`config.mk`:
```
export PLATFORM = sky130hd
export DESIGN_NAME = enigma_stream_decoder
export DESIGN_NICKNAME = d
export VERILOG_FILES = /design/src/rtl/enigma_stream_decoder.sv
export SDC_FILE = /design/constraint.sdc
export NUM_CORES = 1
export LEC_CHECK = 0
export BUFFER_PORTS_ARGS = -buffer_cell sky130_fd_sc_hd__buf_2
export CORE_MARGIN = 5
export CORE_UTILIZATION = 58
export DETAILED_ROUTE_END_ITERATION = 7
export PLACE_DENSITY = 0.8
export SYNTH_ARGS = -nofsm -noshare
export SYNTH_HDL_FRONTEND = slang
export SYNTH_SLANG_ARGS = --single-unit
```
`constraint.sdc`:
```
create_clock -name clk -period 16.1 [get_ports clk]
set_input_delay 2.415 -clock clk [delete_from_list [all_inputs] [get_ports clk]]
set_output_delay 2.415 -clock clk [all_outputs]
set_load 0.02 [all_outputs]
```
`src/rtl/enigma_stream_decoder.sv`:
```
// Enigma decipher datapath: 3-rotor machine (fixed ring A, no plugboard, reflector B)
// between a ciphertext valid/ready stream and a plaintext valid/ready stream.
module enigma_stream_decoder #(
  parameter int ROTOR_L   = 1,
  parameter int ROTOR_M   = 2,
  parameter int ROTOR_R   = 3,
  parameter int CASE_KEEP = 1
) (
  input  logic        clk,
  input  logic        rst,
  input  logic        pos_load,
  input  logic [4:0]  pos_l,
  input  logic [4:0]  pos_m,
  input  logic [4:0]  pos_r,
  input  logic        in_valid,
  output logic        in_ready,
  input  logic [7:0]  in_char,
  output logic        out_valid,
  input  logic        out_ready,
  output logic [7:0]  out_char,
  output logic        out_err,
  output logic [14:0] rot_pos,
  output logic        self_err
);

  // state | meaning
  // IDLE  | waiting for a byte or a position load
  // STEP  | advance rotors (right always, middle/left by notch, double-step)
  // FWD   | right->middle->left forward path, registered
  // REV   | reflector, inverse wheels, ASCII conversion
  // OUT   | present result until out_ready
  localparam logic [2:0] S_IDLE = 3'd0;
  localparam logic [2:0] S_STEP = 3'd1;
  localparam logic [2:0] S_FWD  = 3'd2;
  localparam logic [2:0] S_REV  = 3'd3;
  localparam logic [2:0] S_OUT  = 3'd4;

  localparam logic [207:0] W_I    = "EKMFLGDQVZNTOWYHXUSPAIBRCJ";
  localparam logic [207:0] W_II   = "AJDKSIRUXBLHWTMCQGZNPYFVOE";
  localparam logic [207:0] W_III  = "BDFHJLCPRTXVZNYEIWGAKMUSQO";
  localparam logic [207:0] V_I    = "UWYGADFPVZBECKMTHXSLRINQOJ";
  localparam logic [207:0] V_II   = "AJPCZWRLFBDKOTYUQGENHXMIVS";
  localparam logic [207:0] V_III  = "TAGBPCSDQEUFVNZHYIXJWLRKOM";
  localparam logic [207:0] REFL_B = "YRUHQSLDPXNGOKMIEBFZCWVJAT";

  localparam logic [207:0] WL = (ROTOR_L == 1) ? W_I : (ROTOR_L == 2) ? W_II : W_III;
  localparam logic [207:0] WM = (ROTOR_M == 1) ? W_I : (ROTOR_M == 2) ? W_II : W_III;
  localparam logic [207:0] WR = (ROTOR_R == 1) ? W_I : (ROTOR_R == 2) ? W_II : W_III;
  localparam logic [207:0] VL = (ROTOR_L == 1) ? V_I : (ROTOR_L == 2) ? V_II : V_III;
  localparam logic [207:0] VM = (ROTOR_M == 1) ? V_I : (ROTOR_M == 2) ? V_II : V_III;
  localparam logic [207:0] VR = (ROTOR_R == 1) ? V_I : (ROTOR_R == 2) ? V_II : V_III;
  localparam logic [4:0]   NM = (ROTOR_M == 1) ? 5'd16 : (ROTOR_M == 2) ? 5'd4 : 5'd21;
  localparam logic [4:0]   NR = (ROTOR_R == 1) ? 5'd16 : (ROTOR_R == 2) ? 5'd4 : 5'd21;

  // Tables are ASCII strings, letter 'A' in the top byte.
  function automatic logic [4:0] lookup(input logic [207:0] t, input logic [4:0] i);
    logic [7:0] k;
    k = {3'b000, 5'd25 - i} << 3;
    return 5'(t[k +: 8] - 8'd65);
  endfunction

  function automatic logic [4:0] add26(input logic [4:0] a, input logic [4:0] b);
    logic [5:0] s;
    s = {1'b0, a} + {1'b0, b};
    if (s >= 6'd26) s = s - 6'd26;
    return s[4:0];
  endfunction

  function automatic logic [4:0] sub26(input logic [4:0] a, input logic [4:0] b);
    logic [5:0] s;
    s = {1'b0, a} - {1'b0, b};
    if (s[5]) s = s + 6'd26;
    return s[4:0];
  endfunction

  function automatic logic [4:0] wheel(input logic [207:0] t, input logic [4:0] c,
                                       input logic [4:0] p);
    return sub26(lookup(t, add26(c, p)), p);
  endfunction

  function automatic logic [4:0] inc26(input logic [4:0] x);
    return (x == 5'd25) ? 5'd0 : x + 5'd1;
  endfunction

  logic [2:0] state;
  logic [4:0] pl, pm, pr;
  logic [4:0] cur;
  logic       lower;
  logic [4:0] fwd_q;

  logic       is_upper, is_lower;
  logic [4:0] in_idx;
  logic [4:0] fwd_c;
  logic [4:0] rev_c;
  logic [7:0] rev_ascii;

  assign is_upper  = (in_char >= 8'd65) && (in_char <= 8'd90);
  assign is_lower  = (in_char >= 8'd97) && (in_char <= 8'd122);
  assign in_idx    = is_lower ? 5'(in_char - 8'd97) : 5'(in_char - 8'd65);

  assign fwd_c     = wheel(WL, wheel(WM, wheel(WR, cur, pr), pm), pl);
  assign rev_c     = wheel(VR, wheel(VM, wheel(VL, lookup(REFL_B, fwd_q), pl), pm), pr);
  assign rev_ascii = ((CASE_KEEP != 0) && lower) ? 8'd97 + {3'b000, rev_c}
                                                 : 8'd65 + {3'b000, rev_c};

  assign in_ready  = rst && (state == S_IDLE) && !pos_load;
  assign out_valid = (state == S_OUT);
  assign rot_pos   = {pl, pm, pr};

  always_ff @(posedge clk or negedge rst) begin
    if (!rst) begin
      state    <= S_IDLE;
      pl       <= 5'd0;
      pm       <= 5'd0;
      pr       <= 5'd0;
      cur      <= 5'd0;
      lower    <= 1'b0;
      fwd_q    <= 5'd0;
      out_char <= 8'd0;
      out_err  <= 1'b0;
      self_err <= 1'b0;
    end else begin
      case (state)
        S_IDLE: begin
          if (pos_load) begin
            pl       <= (pos_l > 5'd25) ? 5'd0 : pos_l;
            pm       <= (pos_m > 5'd25) ? 5'd0 : pos_m;
            pr       <= (pos_r > 5'd25) ? 5'd0 : pos_r;
            self_err <= 1'b0;
          end else if (in_valid) begin
            if (is_upper || is_lower) begin
              cur   <= in_idx;
              lower <= is_lower;
              state <= S_STEP;
            end else begin
              out_char <= in_char;
              out_err  <= 1'b1;
              state    <= S_OUT;
            end
          end
        end
        S_STEP: begin
          // Middle at its own notch steps again together with the left wheel: double-step.
          pr <= inc26(pr);
          if ((pr == NR) || (pm == NM)) pm <= inc26(pm);
          if (pm == NM) pl <= inc26(pl);
          state <= S_FWD;
        end
        S_FWD: begin
          fwd_q <= fwd_c;
          state <= S_REV;
        end
        S_REV: begin
          out_char <= rev_ascii;
          out_err  <= 1'b0;
          if (rev_c == cur) self_err <= 1'b1;
          state <= S_OUT;
        end
        S_OUT: begin
          if (out_ready) state <= S_IDLE;
        end
        default: state <= S_IDLE;
      endcase
    end
  end

endmodule

```
* After elaboration in Yosys (flattened, before gate mapping)
Cells that the tools add are included.
** Word-level totals
- Register bits after elaboration :: 39
- Input port bits :: 28
- Output and inout bits :: 27
- Logic and storage cells :: 155
** Operators by class
- $add $sub $neg :: 45
- Magnitude comparators :: 13
- Equality and inequality tests :: 18
- Shifts and indexed selects :: 7
- Muxes and demuxes :: 44
- Bitwise operators :: 1
- Reduce and logical (&&, ||, !) cells :: 17
** Operator list (number)
- 208-bit by 9-bit variable part select with 5-bit output, first input constant :: 7
- 5-bit 2-to-1 mux :: 24
- 5-bit by 1-bit subtractor with 5-bit output, second input constant :: 9
- 5-bit by 5-bit adder with 6-bit output :: 6
- 6-bit by 5-bit >= comparator with 1-bit output, second input constant :: 6
- 5-bit by 5-bit subtractor with 6-bit output :: 6
- 5-bit subtractor, first input constant :: 7
- 8-bit 2-to-1 mux :: 4
- 5-bit adder, second input constant :: 6
- 5-bit case mux with 2 select lines :: 3
- 5-bit subtractor, second input constant :: 6
- 5-bit == test, second input constant :: 4
- 7-bit by 5-bit adder with 8-bit output, first input constant :: 2
- 8-bit by 7-bit >= comparator with 1-bit output, second input constant :: 2
- 8-bit by 7-bit <= comparator with 1-bit output, second input constant :: 2
- 8-bit case mux with 2 select lines :: 1
- 5-bit by 1-bit adder with 5-bit output, second input constant :: 3
- 5-bit greater-than comparator, second input constant :: 3
- 3-bit case mux with 5 select lines :: 1
- 2-bit != test, second input constant :: 7
- 3-bit 2-to-1 mux :: 4
- 3-bit AND reduction :: 4
- 4-bit AND reduction :: 2
- 3-bit by 2-bit == test with 1-bit output, second input constant :: 2
- other kinds (14) :: 24

* Longest topological paths before layout
- Depth in word-level cells :: 33
- Depth in mapped cells :: 85
- Mapped depth without buffers :: 81

* Least setup slack after synthesis
Ideal clock, no wire load.
- Path type :: register to register
- Start :: register fwd_q[1]
- End :: register out_char[6]
- Library setup time :: 125 ps
- Arrival time :: 16522 ps
- Required time :: 15975 ps
- Slack :: -547 ps
- Stages on the path, launching flop included :: 76
- Buffers on the path :: 3
- Clock period less this slack :: 16647 ps
- Path through :: dfrtp_1 > inv_1 > ha_1 > xnor2_1 > mux4_2 > o211a_1 > ha_1 > inv_1 > fa_1 > xnor2_1 > ha_1 > nand2_1 > a211oi_2 > a21oi_1 > xnor2_1 > inv_1 > ha_1 > xnor2_1 > (+40 left out) > xnor2_1 > inv_1 > ha_1 > mux4_2 > mux2_2 > ha_1 > inv_1 > ha_1 > nor2b_1 > o21ai_0 > nand2b_1 > a21o_1 > a21o_1 > a211oi_1 > xnor2_1 > nand4_1 > o32a_1 > mux2_2
** On the way
- Cells in the longest elaborated chain, start to end :: 33
** RTL lines
- from (decl) :: line 89 : logic [4:0] fwd_q;
- from (signal assigned) :: line 150 : fwd_q <= fwd_c;
- 5-bit subtractor * :: line 58 : k = {3'b000, 5'd25 - i} << 3;
- 208-bit by 9-bit variable part select with 5-bit output * :: line 59 : return 5'(t[k +: 8] - 8'd65);
- 5-bit by 1-bit subtractor with 5-bit output * :: line 59
- 5-bit by 5-bit adder with 6-bit output * :: line 64 : s = {1'b0, a} + {1'b0, b};
- 5-bit subtractor or 6-bit by 5-bit >= comparator with 1-bit output (tied branches) :: line 65 : if (s >= 6'd26) s = s - 6'd26;
- 5-bit 2-to-1 mux * :: line 65
- 5-bit subtractor * :: line 58
- 208-bit by 9-bit variable part select with 5-bit output * :: line 59
- (+17 left out)
- 208-bit by 9-bit variable part select with 5-bit output * :: line 59
- 5-bit by 1-bit subtractor with 5-bit output * :: line 59
- 5-bit by 5-bit subtractor with 6-bit output * :: line 71 : s = {1'b0, a} - {1'b0, b};
- 5-bit adder :: line 72 : if (s[5]) s = s + 6'd26;
- 5-bit 2-to-1 mux * :: line 72
- 7-bit by 5-bit adder with 8-bit output (on tied branches) :: line 104, 103
- 8-bit 2-to-1 mux * :: line 103 : assign rev_ascii = ((CASE_KEEP != 0) && lower) ? 8'd97 + {3'b000, rev_c}
- 8-bit case mux with 2 select lines * :: line 123 : case (state)
- to (signal assigned) :: line 136 : out_char <= in_char;
- to (signal assigned) :: line 154 : out_char <= rev_ascii;
- to (decl) :: line 20 : output logic [7:0] out_char,
Mark *: on every way between the ends. The rest lies on a longest branch, timed or not.
A chain may end at the register's enable or synchronous reset.

* Final worst setup path
- Start :: register fwd_q[2]
- End :: register self_err
** On the way
- Cells in the longest elaborated chain, start to end :: 33
** RTL lines
- 5-bit subtractor * :: line 58
- 208-bit by 9-bit variable part select with 5-bit output * :: line 59
- 5-bit by 1-bit subtractor with 5-bit output * :: line 59
- 5-bit by 5-bit adder with 6-bit output * :: line 64
- 5-bit subtractor or 6-bit by 5-bit >= comparator with 1-bit output (tied branches) :: line 65
- 5-bit 2-to-1 mux * :: line 65
- 5-bit subtractor * :: line 58
- 208-bit by 9-bit variable part select with 5-bit output * :: line 59
- (+17 left out)
- 208-bit by 9-bit variable part select with 5-bit output * :: line 59
- 5-bit by 1-bit subtractor with 5-bit output * :: line 59
- 5-bit by 5-bit subtractor with 6-bit output * :: line 71
- 5-bit adder :: line 72
- 5-bit 2-to-1 mux * :: line 72
- 5-bit == test * :: line 156 : if (rev_c == cur) self_err <= 1'b1;
- 2-bit != test (no line) *
- 3-bit AND reduction (no line) *
- to (signal assigned) :: line 121 : self_err <= 1'b0;
- to (signal assigned) :: line 129 : self_err <= 1'b0;
- to (signal assigned) :: line 156
- to (decl) :: line 23 : output logic self_err
Marks and branches as above.

==> flow_metrics.env <==
export IMPL_clock_skew_final_ns=0.00455
export IMPL_crit_type="reg2reg"
export IMPL_h_tree_depth=2
export IMPL_synth_top_family_by_area="compound AO/OA/AOI/OAI gates"
export IMPL_synth_simple_area_share_pct=17.2
export IMPL_synth_area_um2=8890
export IMPL_die_height_um=134
export IMPL_dpl_cell_count=1361
export IMPL_cts_hold_buf=0
export IMPL_cts_clk_slew_worst_paths_ns=0.06
export IMPL_clkLatencyLatePin_ns=0.29
export IMPL_initial_core_util_pct=58.7
export IMPL_mostFrequentLayoutCells="ha_1, nor2_1, inv_1"
export IMPL_die_w_um=134
export IMPL_cts_made_buffers=5
export IMPL_status="finished clean"
export IMPL_fin_crit_sh_pct=98.2
export IMPL_num_vias=8754
export IMPL_syn2layout_area_growth_pct=19.6
export IMPL_mostFrequentLayoutCell="ha_1"
export IMPL_syn_mean_instance_area_um2=8.00
export IMPL_cts_tree="yes"
export IMPL_layoutNonFillerInstCount=1420
export IMPL_drc_errors=0
export IMPL_min_path_type="reg2reg"
export IMPL_routedWlPerCell_um=16.8
export IMPL_avgViaCountPerCell=6.16
export IMPL_core_um2=15100
export IMPL_syn_nets=1299
export IMPL_start_kind="flip-flop"
export IMPL_synth_mux_area_share_pct=5.95
export IMPL_grt_pass1_vias=8143
export IMPL_dr_pass1_iters=5
export IMPL_setup_viol=0
export IMPL_synthAdderAreaFrac_pct=23.6
export IMPL_wirelength_mm=23.9
export IMPL_ys_flop_type="dfrtp_1"
export IMPL_ys_seq_area_share_pct=11.0
export IMPL_finalHoldViolations=0
export IMPL_critical_path_max_stage_delay_ns=0.56
export IMPL_antenna_found_initial=0
export IMPL_synth_compound_area_share_pct=25.3
export IMPL_holdWs_ns=0.506
export IMPL_ys_ff_latch=39
export IMPL_period_needed_ns=15.81
export IMPL_num_io_pins=55
export IMPL_crit_path_top_delay_cell="fa_2"
export IMPL_drive_gt1_share_pct=22.8
export IMPL_crit_path_end_kind="flip-flop"
export IMPL_grt_max_degree=41
export IMPL_max_freq_ghz=0.0633
export IMPL_final_nets=1419
export IMPL_grt_pass1_wl_mm=37.4
export IMPL_crit_path_frequent_cell="a21o_1"
export IMPL_synth_cell_type_count=95
export IMPL_slew_headroom_pct=28.8
export IMPL_drt_initial_drc_count=498
export IMPL_dieArea_um2=17900
export IMPL_synth_xor_area_share_pct=11.6
export IMPL_row_count=45
export IMPL_netlist_instances=1111
export IMPL_maxCapViolations=0
export IMPL_ant_nets=0
export IMPL_critPathRequiredTime_ns=16.28
export IMPL_tightest_slew_ns=1.06
export IMPL_diodes=0
export IMPL_synth_edff_count=0
export IMPL_slew_viol_final=0
export IMPL_ys_warn_count=0
export IMPL_clock_sinks=39
export IMPL_clockBufferDepth=2
export IMPL_port_buffers=54
export IMPL_cts_root_buf="clkbuf_16"
export IMPL_track_usage_pct=24.3
export IMPL_path_max_fanout=10
export IMPL_overflow=0
export IMPL_worst_endpoint_arrival_ns=15.99
export IMPL_async_flop_share_pct=100
export IMPL_place_gp_congestion=0.977
export IMPL_hpwlAfterDp_mm=17.2
per-stage QoR:
stage | utilization, % | TNS (ns) | setup slack [ns] | cell area [um2]
2_1_floorplan | - | 0 | 0.00449 | 8940
3_3_place_gp | 63.3 | -0.212 | -0.0959 | 9590
3_5_place_dp | 63.3 | -3.61 | -0.668 | 9590
4_1_cts | 65.4 | 0 | 0.0268 | 9910
5_1_grt | 70.2 | -2.19 | -0.385 | 10600
6_report | 70.2 | 0 | 0.292 | 10600
cells by family (layout without fill, tap and decap cells):
kind of cell | Yosys count | count (layout)
mux | 46 | 46
compound gates | 327 | 327
xor+xnor | 108 | 108
simple gates | 309 | 309
buf+inv | 121 | 242
fa+ha+maj | 161 | 161
flops | 39 | 39
Yosys cell counts, types with 6 or more instances:
library cell | number | area (um2)
ha_1 | 148 | 1850
inv_1 | 94 | 353
nor2_1 | 92 | 345
a21oi_1 | 75 | 375
nand2_1 | 73 | 274
o21ai_0 | 67 | 335
xnor2_1 | 57 | 499
xor2_1 | 40 | 350
dfrtp_1 | 39 | 976
a21o_1 | 36 | 270
mux2i_1 | 29 | 290
nand3_1 | 28 | 140
nor3_1 | 25 | 125
a211oi_1 | 23 | 173
clkbuf_1 | 17 | 63.8
fa_1 | 12 | 240
nor3b_1 | 12 | 90.1
nor2b_1 | 11 | 68.8
and3_1 | 10 | 62.6
mux2_2 | 10 | 113
nand2b_1 | 10 | 62.6
o211ai_1 | 10 | 75.1
o21a_1 | 10 | 75.1
a31oi_1 | 9 | 56.3
nand4_1 | 8 | 50.1
buf_2 | 7 | 35.0
o21ai_1 | 7 | 35.0
or3_1 | 7 | 43.8
and2_1 | 6 | 37.5
o21bai_1 | 6 | 45.0
o22ai_1 | 6 | 37.5
xor2_2 | 6 | 97.6
timing repair:
| item | in CTS | in global routing |
|---|---|---|
| gates resized for setup | 11 | 87 |
| pin swaps | 6 | 38 |
| setup buffers | 13 | 38 |
| setup endpoints to repair | 8 | 12 |
metal layers:
layer  vias to the layer above  routed length, um  global-route usage [%]  part of all wire, %
li1                       4256                  -                       -                    -
met1                      4161              10200                    31.8                   43
met2                       264              11900                    43.4                   50
met3                        73               1120                    1.99                  4.7
met4                         0                594                    5.66                  2.5
met5                         -                  0                       0                    0
worst max-delay path, delay by kind of cell (launching register included):
| family | cells | cell delay [ns] |
|---|---|---|
| AND/OR/NAND/NOR | 7 | 1.12 |
| multiplexers | 4 | 1.59 |
| flip-flops | 1 | 0.40 |
| AO/OA/AOI/OAI | 24 | 5.09 |
| buffers and inverters | 16 | 1.81 |
| XOR/XNOR | 7 | 1.27 |
| adder cells (fa/ha/maj) | 15 | 4.35 |
flip-flops by register name, summed over array words and instances, names as in the netlist:
| name | cells |
|---|---|
| state | 3 |
| pm | 5 |
| pr | 5 |
| cur | 5 |
| fwd_q | 5 |
| out_char | 8 |
| out_err | 1 |
| pl | 5 |
| self_err | 1 |
| lower | 1 |
layout make-up:
| type | count | area, um2 |
|---|---|---|
| clock inverters | 3 | 20.0 |
| fillers | 1154 | 4510 |
| repair buffers | 140 | 947 |
| flip-flops and latches | 39 | 977 |
| multi-input cells | 951 | 7980 |
| inverters | 94 | 355 |
| clock buffers | 5 | 125 |
| well taps | 188 | 235 |
worst paths after layout:
| kind | startpoint | to | slack, ns | depth (start not counted) |
|---|---|---|---|---|
| max | fwd_q[2] | self_err | 0.29 | 73 |
| min | out_err | out_err | 0.51 | 2 |
| max reg2reg | fwd_q[2] | self_err | 0.29 | 73 |
| min reg2reg | out_err | out_err | 0.51 | 2 |
| max in group asynchronous | rst | fwd_q[0] | 13.16 | 1 |
| min in group asynchronous | rst | out_char[3] | 2.27 | 1 |
Power is left out: the tool's default activity adds up to more than one toggle a clock period on the data nets, which glitch-free logic cannot reach.
